--- src/rtl/elgamal_pkg.sv ---
// Shared definitions for the ElGamal ephemeral-key sampler: default sizes,
// FSM state type and the try-limit helper.
package elgamal_pkg;

  localparam int KS_WIDTH     = 64;
  localparam int KS_MAX_TRIES = 8;

  typedef enum logic [2:0] {
    S_IDLE,
    S_SEED,
    S_WAIT,
    S_CHECK,
    S_HOLD,
    S_FAIL
  } ks_state_e;

  // Clamp the configured attempt count into the 8-bit counter's legal range.
  function automatic logic [7:0] ks_try_limit(input int n);
    if (n < 1)   return 8'd1;
    if (n > 255) return 8'd255;
    return 8'(n);
  endfunction

endpackage

--- src/rtl/key_msb_mask.sv ---
// Combinational mask of ones from bit 0 up to the most significant set bit
// of p. Used to shrink random candidates toward the range of p.
module key_msb_mask #(
  parameter int WIDTH = 64
) (
  input  logic [WIDTH-1:0] p,
  output logic [WIDTH-1:0] mask
);

  logic acc;

  // Smear the highest set bit of p down to bit 0.
  always_comb begin
    acc  = 1'b0;
    mask = '0;
    for (int i = WIDTH-1; i >= 0; i--) begin
      acc     = acc | p[i];
      mask[i] = acc;
    end
  end

endmodule

--- src/rtl/key_sampler.sv ---
// Ephemeral key sampler: seeds an external LFSR generator, consumes one
// sample per rising edge of its valid, and rejection-samples k in [1, p-2].
// Optional build macro: KEY_SAMPLER_MASK_EN masks each sample down to the
// bit length of p before the range check.
module key_sampler
  import elgamal_pkg::*;
#(
  parameter int WIDTH     = KS_WIDTH,
  parameter int MAX_TRIES = KS_MAX_TRIES
) (
  input  logic             clk,
  input  logic             rst,
  input  logic             start,
  input  logic [WIDTH-1:0] seed_in,
  input  logic [WIDTH-1:0] modulus_p,
  output logic [WIDTH-1:0] rng_seed,
  output logic             rng_tvalid,
  input  logic             rng_tvalid_in,
  input  logic [WIDTH-1:0] rng_data,
  output logic [WIDTH-1:0] k_out,
  output logic             k_valid,
  input  logic             k_ready,
  output logic             busy,
  output logic             fail
);

  localparam logic [7:0] TRY_LIMIT = ks_try_limit(MAX_TRIES);

  ks_state_e        state;
  logic [WIDTH-1:0] p_reg;
  logic [WIDTH-1:0] cand;
  logic [WIDTH-1:0] cand_next;
  logic [WIDTH-1:0] p_lim;
  logic [7:0]       tries;
  logic [7:0]       tries_inc;
  logic             tv_prev;
  logic             sample_edge;
  logic             in_range;

  // A held-high generator valid yields one sample only.
  assign sample_edge = rng_tvalid_in & ~tv_prev;
  // p_reg >= 3 whenever CHECK is reached, so p-2 cannot wrap.
  assign p_lim       = p_reg - WIDTH'(2);
  assign in_range    = (cand != '0) && (cand <= p_lim);
  assign tries_inc   = tries + 8'd1;

`ifdef KEY_SAMPLER_MASK_EN
  logic [WIDTH-1:0] p_mask;

  key_msb_mask #(.WIDTH(WIDTH)) u_msb_mask (
    .p    (p_reg),
    .mask (p_mask)
  );

  assign cand_next = rng_data & p_mask;
`else
  assign cand_next = rng_data;
`endif

  // Previous level of the generator valid, for rising-edge detection.
  always_ff @(posedge clk or negedge rst) begin
    if (!rst) tv_prev <= 1'b0;
    else      tv_prev <= rng_tvalid_in;
  end

  // Sampler FSM with registered outputs.
  always_ff @(posedge clk or negedge rst) begin
    if (!rst) begin
      state      <= S_IDLE;
      rng_seed   <= '0;
      p_reg      <= '0;
      cand       <= '0;
      tries      <= '0;
      rng_tvalid <= 1'b0;
      k_out      <= '0;
      k_valid    <= 1'b0;
      busy       <= 1'b0;
      fail       <= 1'b0;
    end else begin
      case (state)
        S_IDLE: begin
          if (start) begin
            rng_seed <= seed_in;
            p_reg    <= modulus_p;
            tries    <= '0;
            busy     <= 1'b1;
            state    <= S_SEED;
          end
        end
        S_SEED: begin
          if (p_reg < WIDTH'(3)) begin
            fail  <= 1'b1;
            state <= S_FAIL;
          end else begin
            rng_tvalid <= 1'b1;
            state      <= S_WAIT;
          end
        end
        S_WAIT: begin
          if (sample_edge) begin
            cand  <= cand_next;
            state <= S_CHECK;
          end
        end
        S_CHECK: begin
          if (in_range) begin
            k_out      <= cand;
            k_valid    <= 1'b1;
            rng_tvalid <= 1'b0;
            state      <= S_HOLD;
          end else if (tries_inc == TRY_LIMIT) begin
            tries      <= tries_inc;
            rng_tvalid <= 1'b0;
            fail       <= 1'b1;
            state      <= S_FAIL;
          end else begin
            tries <= tries_inc;
            state <= S_WAIT;
          end
        end
        S_HOLD: begin
          if (k_ready) begin
            k_valid <= 1'b0;
            busy    <= 1'b0;
            state   <= S_IDLE;
          end
        end
        S_FAIL: begin
          fail  <= 1'b0;
          busy  <= 1'b0;
          state <= S_IDLE;
        end
        default: begin
          rng_tvalid <= 1'b0;
          k_valid    <= 1'b0;
          busy       <= 1'b0;
          fail       <= 1'b0;
          state      <= S_IDLE;
        end
      endcase
    end
  end

endmodule
--- config.mk ---
export PLATFORM = sky130hd
export DESIGN_NAME = key_sampler
export DESIGN_NICKNAME = d
export VERILOG_FILES = /design/src/rtl/elgamal_pkg.sv /design/src/rtl/key_msb_mask.sv /design/src/rtl/key_sampler.sv
export SDC_FILE = /design/constraint.sdc
export NUM_CORES = 1
export LEC_CHECK = 0
export ABC_CLOCK_PERIOD_IN_PS = 14200
export BUFFER_PORTS_ARGS = -buffer_cell sky130_fd_sc_hd__buf_2
export CORE_MARGIN = 2
export CORE_UTILIZATION = 58
export CTS_CLUSTER_DIAMETER = 100
export CTS_CLUSTER_SIZE = 16
export DETAILED_ROUTE_END_ITERATION = 6
export GPL_TIMING_DRIVEN = 0
export PLACE_DENSITY_LB_ADDON = 0.08
export SYNTH_ARGS = -nofsm -noshare
export SYNTH_HDL_FRONTEND = slang
export SYNTH_SLANG_ARGS = --single-unit
--- constraint.sdc ---
create_clock -name clk -period 14.2 [get_ports clk]
set_clock_uncertainty 0.15 [all_clocks]
set_input_delay 2.84 -clock clk [delete_from_list [all_inputs] [get_ports clk]]
set_output_delay 2.84 -clock clk [all_outputs]
set_load 0.05 [all_outputs]
==> reports/summary.json <==
{
  "crit-reg2reg-capture": "k_out[57]",
  "place.port_buffers": 328,
  "tritoncts.num_buffers": 20,
  "first_global_vias": 10420,
  "report.final.hold_viol_count": 0,
  "clkLatencyLatePin_ns": 0.51,
  "clock.fmax_ghz": 0.1488,
  "cts_hold_repair.buffers": 0,
  "max_cap_viol_count": 0,
  "reg2regPathDepth": 18,
  "drt_drc_violations_left": 0,
  "cts.sinks": 272,
  "initial_utilization": 0.5939,
  "area_growth_syn_to_layout_pct": 19.80,
  "power.total_w": 0.004073,
  "rsz0062_at_grt": "false",
  "global_route_wire_length_before_repair_um": 54180,
  "yosys_warnings": 0,
  "detailedPlacementHpwl_um": 25270,
  "synth_compound_area_frac": 0.03809,
  "pin_count_of_the_biggest_net_entering_global_routing": 111,
  "regToRegSetupSlack_ns": 7.48,
  "vias_per_cell": 5.465,
  "final.period_utilization": 0.4732,
  "maxSlewViolCount": 0,
  "fill_cells": 1738,
  "leakage_nw": 7.855,
  "antenna_found_initial": 1,
  "die-width_um": 154.0,
  "ys_dominant_reg_cell": "dfrtp_1",
  "gpl_wtd_cong": 0.8785,
  "setup_violation_total_in_the_final_timing_report": 0,
  "tritoncts": "done",
  "ports": 329,
  "fin_setup_tns_ns": 0,
  "synth_sequential_area_ratio": 0.5219,
  "drt_wl_total_um": 33480,
  "ff_latch_area_um2": 6807,
  "synth.lib_cells_used.distinct": 51,
  "globalRouteOverflowTotal": 0,
  "post_synthesis_share_of_cell_area_spent_on_and_or_nand_and_nor_gates": 0.2006,
  "max_slew.worst_pin.slew_ns": 0.9617,
  "final_antenna_net_count": 0,
  "synth.avg_cell_area_um2": 10.22,
  "worstHoldStart": "rng_seed[14]",
  "power-per-cell-area_nw_per_um2": 260.7,
  "count_of_placed_standard_cells_in_the_final_layout_fillers_left_out": 1907,
  "detailroute.via_count": 10420,
  "worstSetupStartpointType": "register",
  "std_cell_rows": 54,
  "synthXorXnorAreaFrac": 0.04433,
  "post-cts-setup-buffer-count": 0,
  "period_needed_ns": 6.720,
  "drt_iter0_markers": 510,
  "first_pass_iters": 5,
  "core_region_um2": 21960,
  "multi_input_area_um2": 6008,
  "syn-instance-count": 1276,
  "grt_use_total": 0.2862,
  "whs_ns": 0.3161,
  "clk_transition_reported_paths_ns": 0.07,
  "root_buffer_cell": "clkbuf_16",
  "worstSetupEndpointType": "register",
  "crit_arrival_ns": 6.96,
  "final_common_cell": "nand2_1",
  "routed_wire_length_per_instance_um": 17.55,
  "design.die.area_um2": 23700,
  "asyncSetResetFlopFracSynth": 1.000,
  "setup.worst_path.class": "register to register",
  "yosys-mux-area-fraction": 0.1144,
  "floorplan.die.height_um": 154.0,
  "syn_area_um2": 13040,
  "cts_repair_resize_count": 0,
  "synth_edf_count": 0,
  "worst_r2r_startpoint": "p_reg[35]",
  "mappedNetlistNets": 1539,
  "critical_path.endpoint": "k_out[57]",
  "final_cell_mix": "nand2_1 (426), buf_2 (334), dfrtp_1 (272), mux2_2 (128), ha_1 (66)",
  "post_route_cells_drive_above_1_share": 0.3042,
  "min_path_type": "register to register",
  "synth_top_family_by_area": "simple AND/OR/NAND/NOR gates",
  "instance_count_after_placement_with_tap_cells_included": 1886,
  "ys_seq_elements": 272,
  "outcome": "finished clean",
  "post_synth_fa_ha_maj_area_fraction": 0.06332,
  "path_max_fanout": 10,
  "crit_start": "p_reg[35]",
  "clockBufferDepth": 3,
  "maxSlewHeadroom": 0.3589,
  "layout.nets": 1891,
  "total_inserted_antenna_cells": 0,
  "cts.htree.levels": 1,
  "ir_worst_vdd_v": 0.0001857,
  "worstPathRequired_ns": 14.44
}
-- logic make-up after synthesis --
group	count (synthesis)
AO/OA/AOI/OAI	80
AND/OR/NAND/NOR	601
XOR/XNOR	66
flip-flops	272
buffers and inverters	58
adder cells (fa/ha/maj)	66
multiplexers	133
-- report_power, final --
group | leakage, nW | total (W) | internal (W) | switching (W)
Combinational | 4.25 | 0.00207 | 0.000704 | 0.00137
Sequential | 3.35 | 0.00148 | 0.00114 | 0.000337
Clock | 0.259 | 0.000522 | 0.000261 | 0.000261
-- final cells by class --
class	instances	area share
Timing Repair Buffer	330	0.1092
Sequential cell	272	0.4357
Multi-Input combinational cell	946	0.3846
Tap cell	280	0.02242
Inverter	12	0.002883
Clock buffer	21	0.03364
Buffer	46	0.01161
-- layer usage --
metal / routed length [um] / GRT usage
met1: 14400 / 0.3896
met3: 2102 / 0.05186
met5: 0 / 0
met2: 16090 / 0.4766
met4: 883 / 0.07744
-- worst max-delay path, cell delays in order, from the launching register on --
cell and delay [ns]:
dfrtp_1 0.42, nor4_1 0.44, nand2_1 0.20, nor4_1 0.60, nand3_1 0.41, nor3_2 0.53, and2_1 0.26, nand2_1 0.08
xor2_1 0.16, ha_1 0.32, nand4_1 0.16, nor4_1 0.66, nand4_1 0.22, nor3_1 0.55, inv_1 0.08, a21oi_1 0.25
buf_2 0.36, buf_2 0.36, mux2_2 0.37
-- metrics by stage --
step / setup slack [ns] / instance area, um2 / utilization
3_3_place_gp: 5.211 / 15030 / 0.6846
5_1_grt: 6.918 / 15620 / 0.7115
4_1_cts: 7.552 / 15620 / 0.7115
6_report: 7.480 / 15620 / 0.7115
3_5_place_dp: 7.583 / 15100 / 0.6876
2_1_floorplan: 9.203 / 13040 / -
-- cell usage after synthesis, types with 6 or more instances --
cell type  count  area, um2
nor4_1        30      187.7
ha_1          66      825.8
dfrtp_1      272       6807
a21o_1         6      45.04
nor2_1        40      150.1
inv_1         12      45.04
nor3_1        20      100.1
or3_1         10      62.56
nand2_1      426       1599
nor2b_1        7      43.79
o21ai_0       14      70.07
xor2_1        32      280.3
mux2_2       128       1441
xnor2_1       34      297.8
clkbuf_1      35      131.4
or4_1          6      45.04
nand3_1       15      75.07
buf_2          7      35.03
a21oi_1       32      160.2
nand4_1       22      137.6
-- how the worst min path moves through the flow --
stage / cells past startpoint / slack, ns / to
CTS: 2 / 0.32 / rng_seed[14]
global placement: 2 / 0.30 / rng_seed[62]
finish: 2 / 0.32 / rng_seed[14]
detailed placement: 2 / 0.31 / rng_seed[14]
floorplan: 2 / 0.32 / p_reg[0]
global route: 2 / 0.34 / rng_seed[16]
Note: power is estimated with default switching activity, not from simulation.
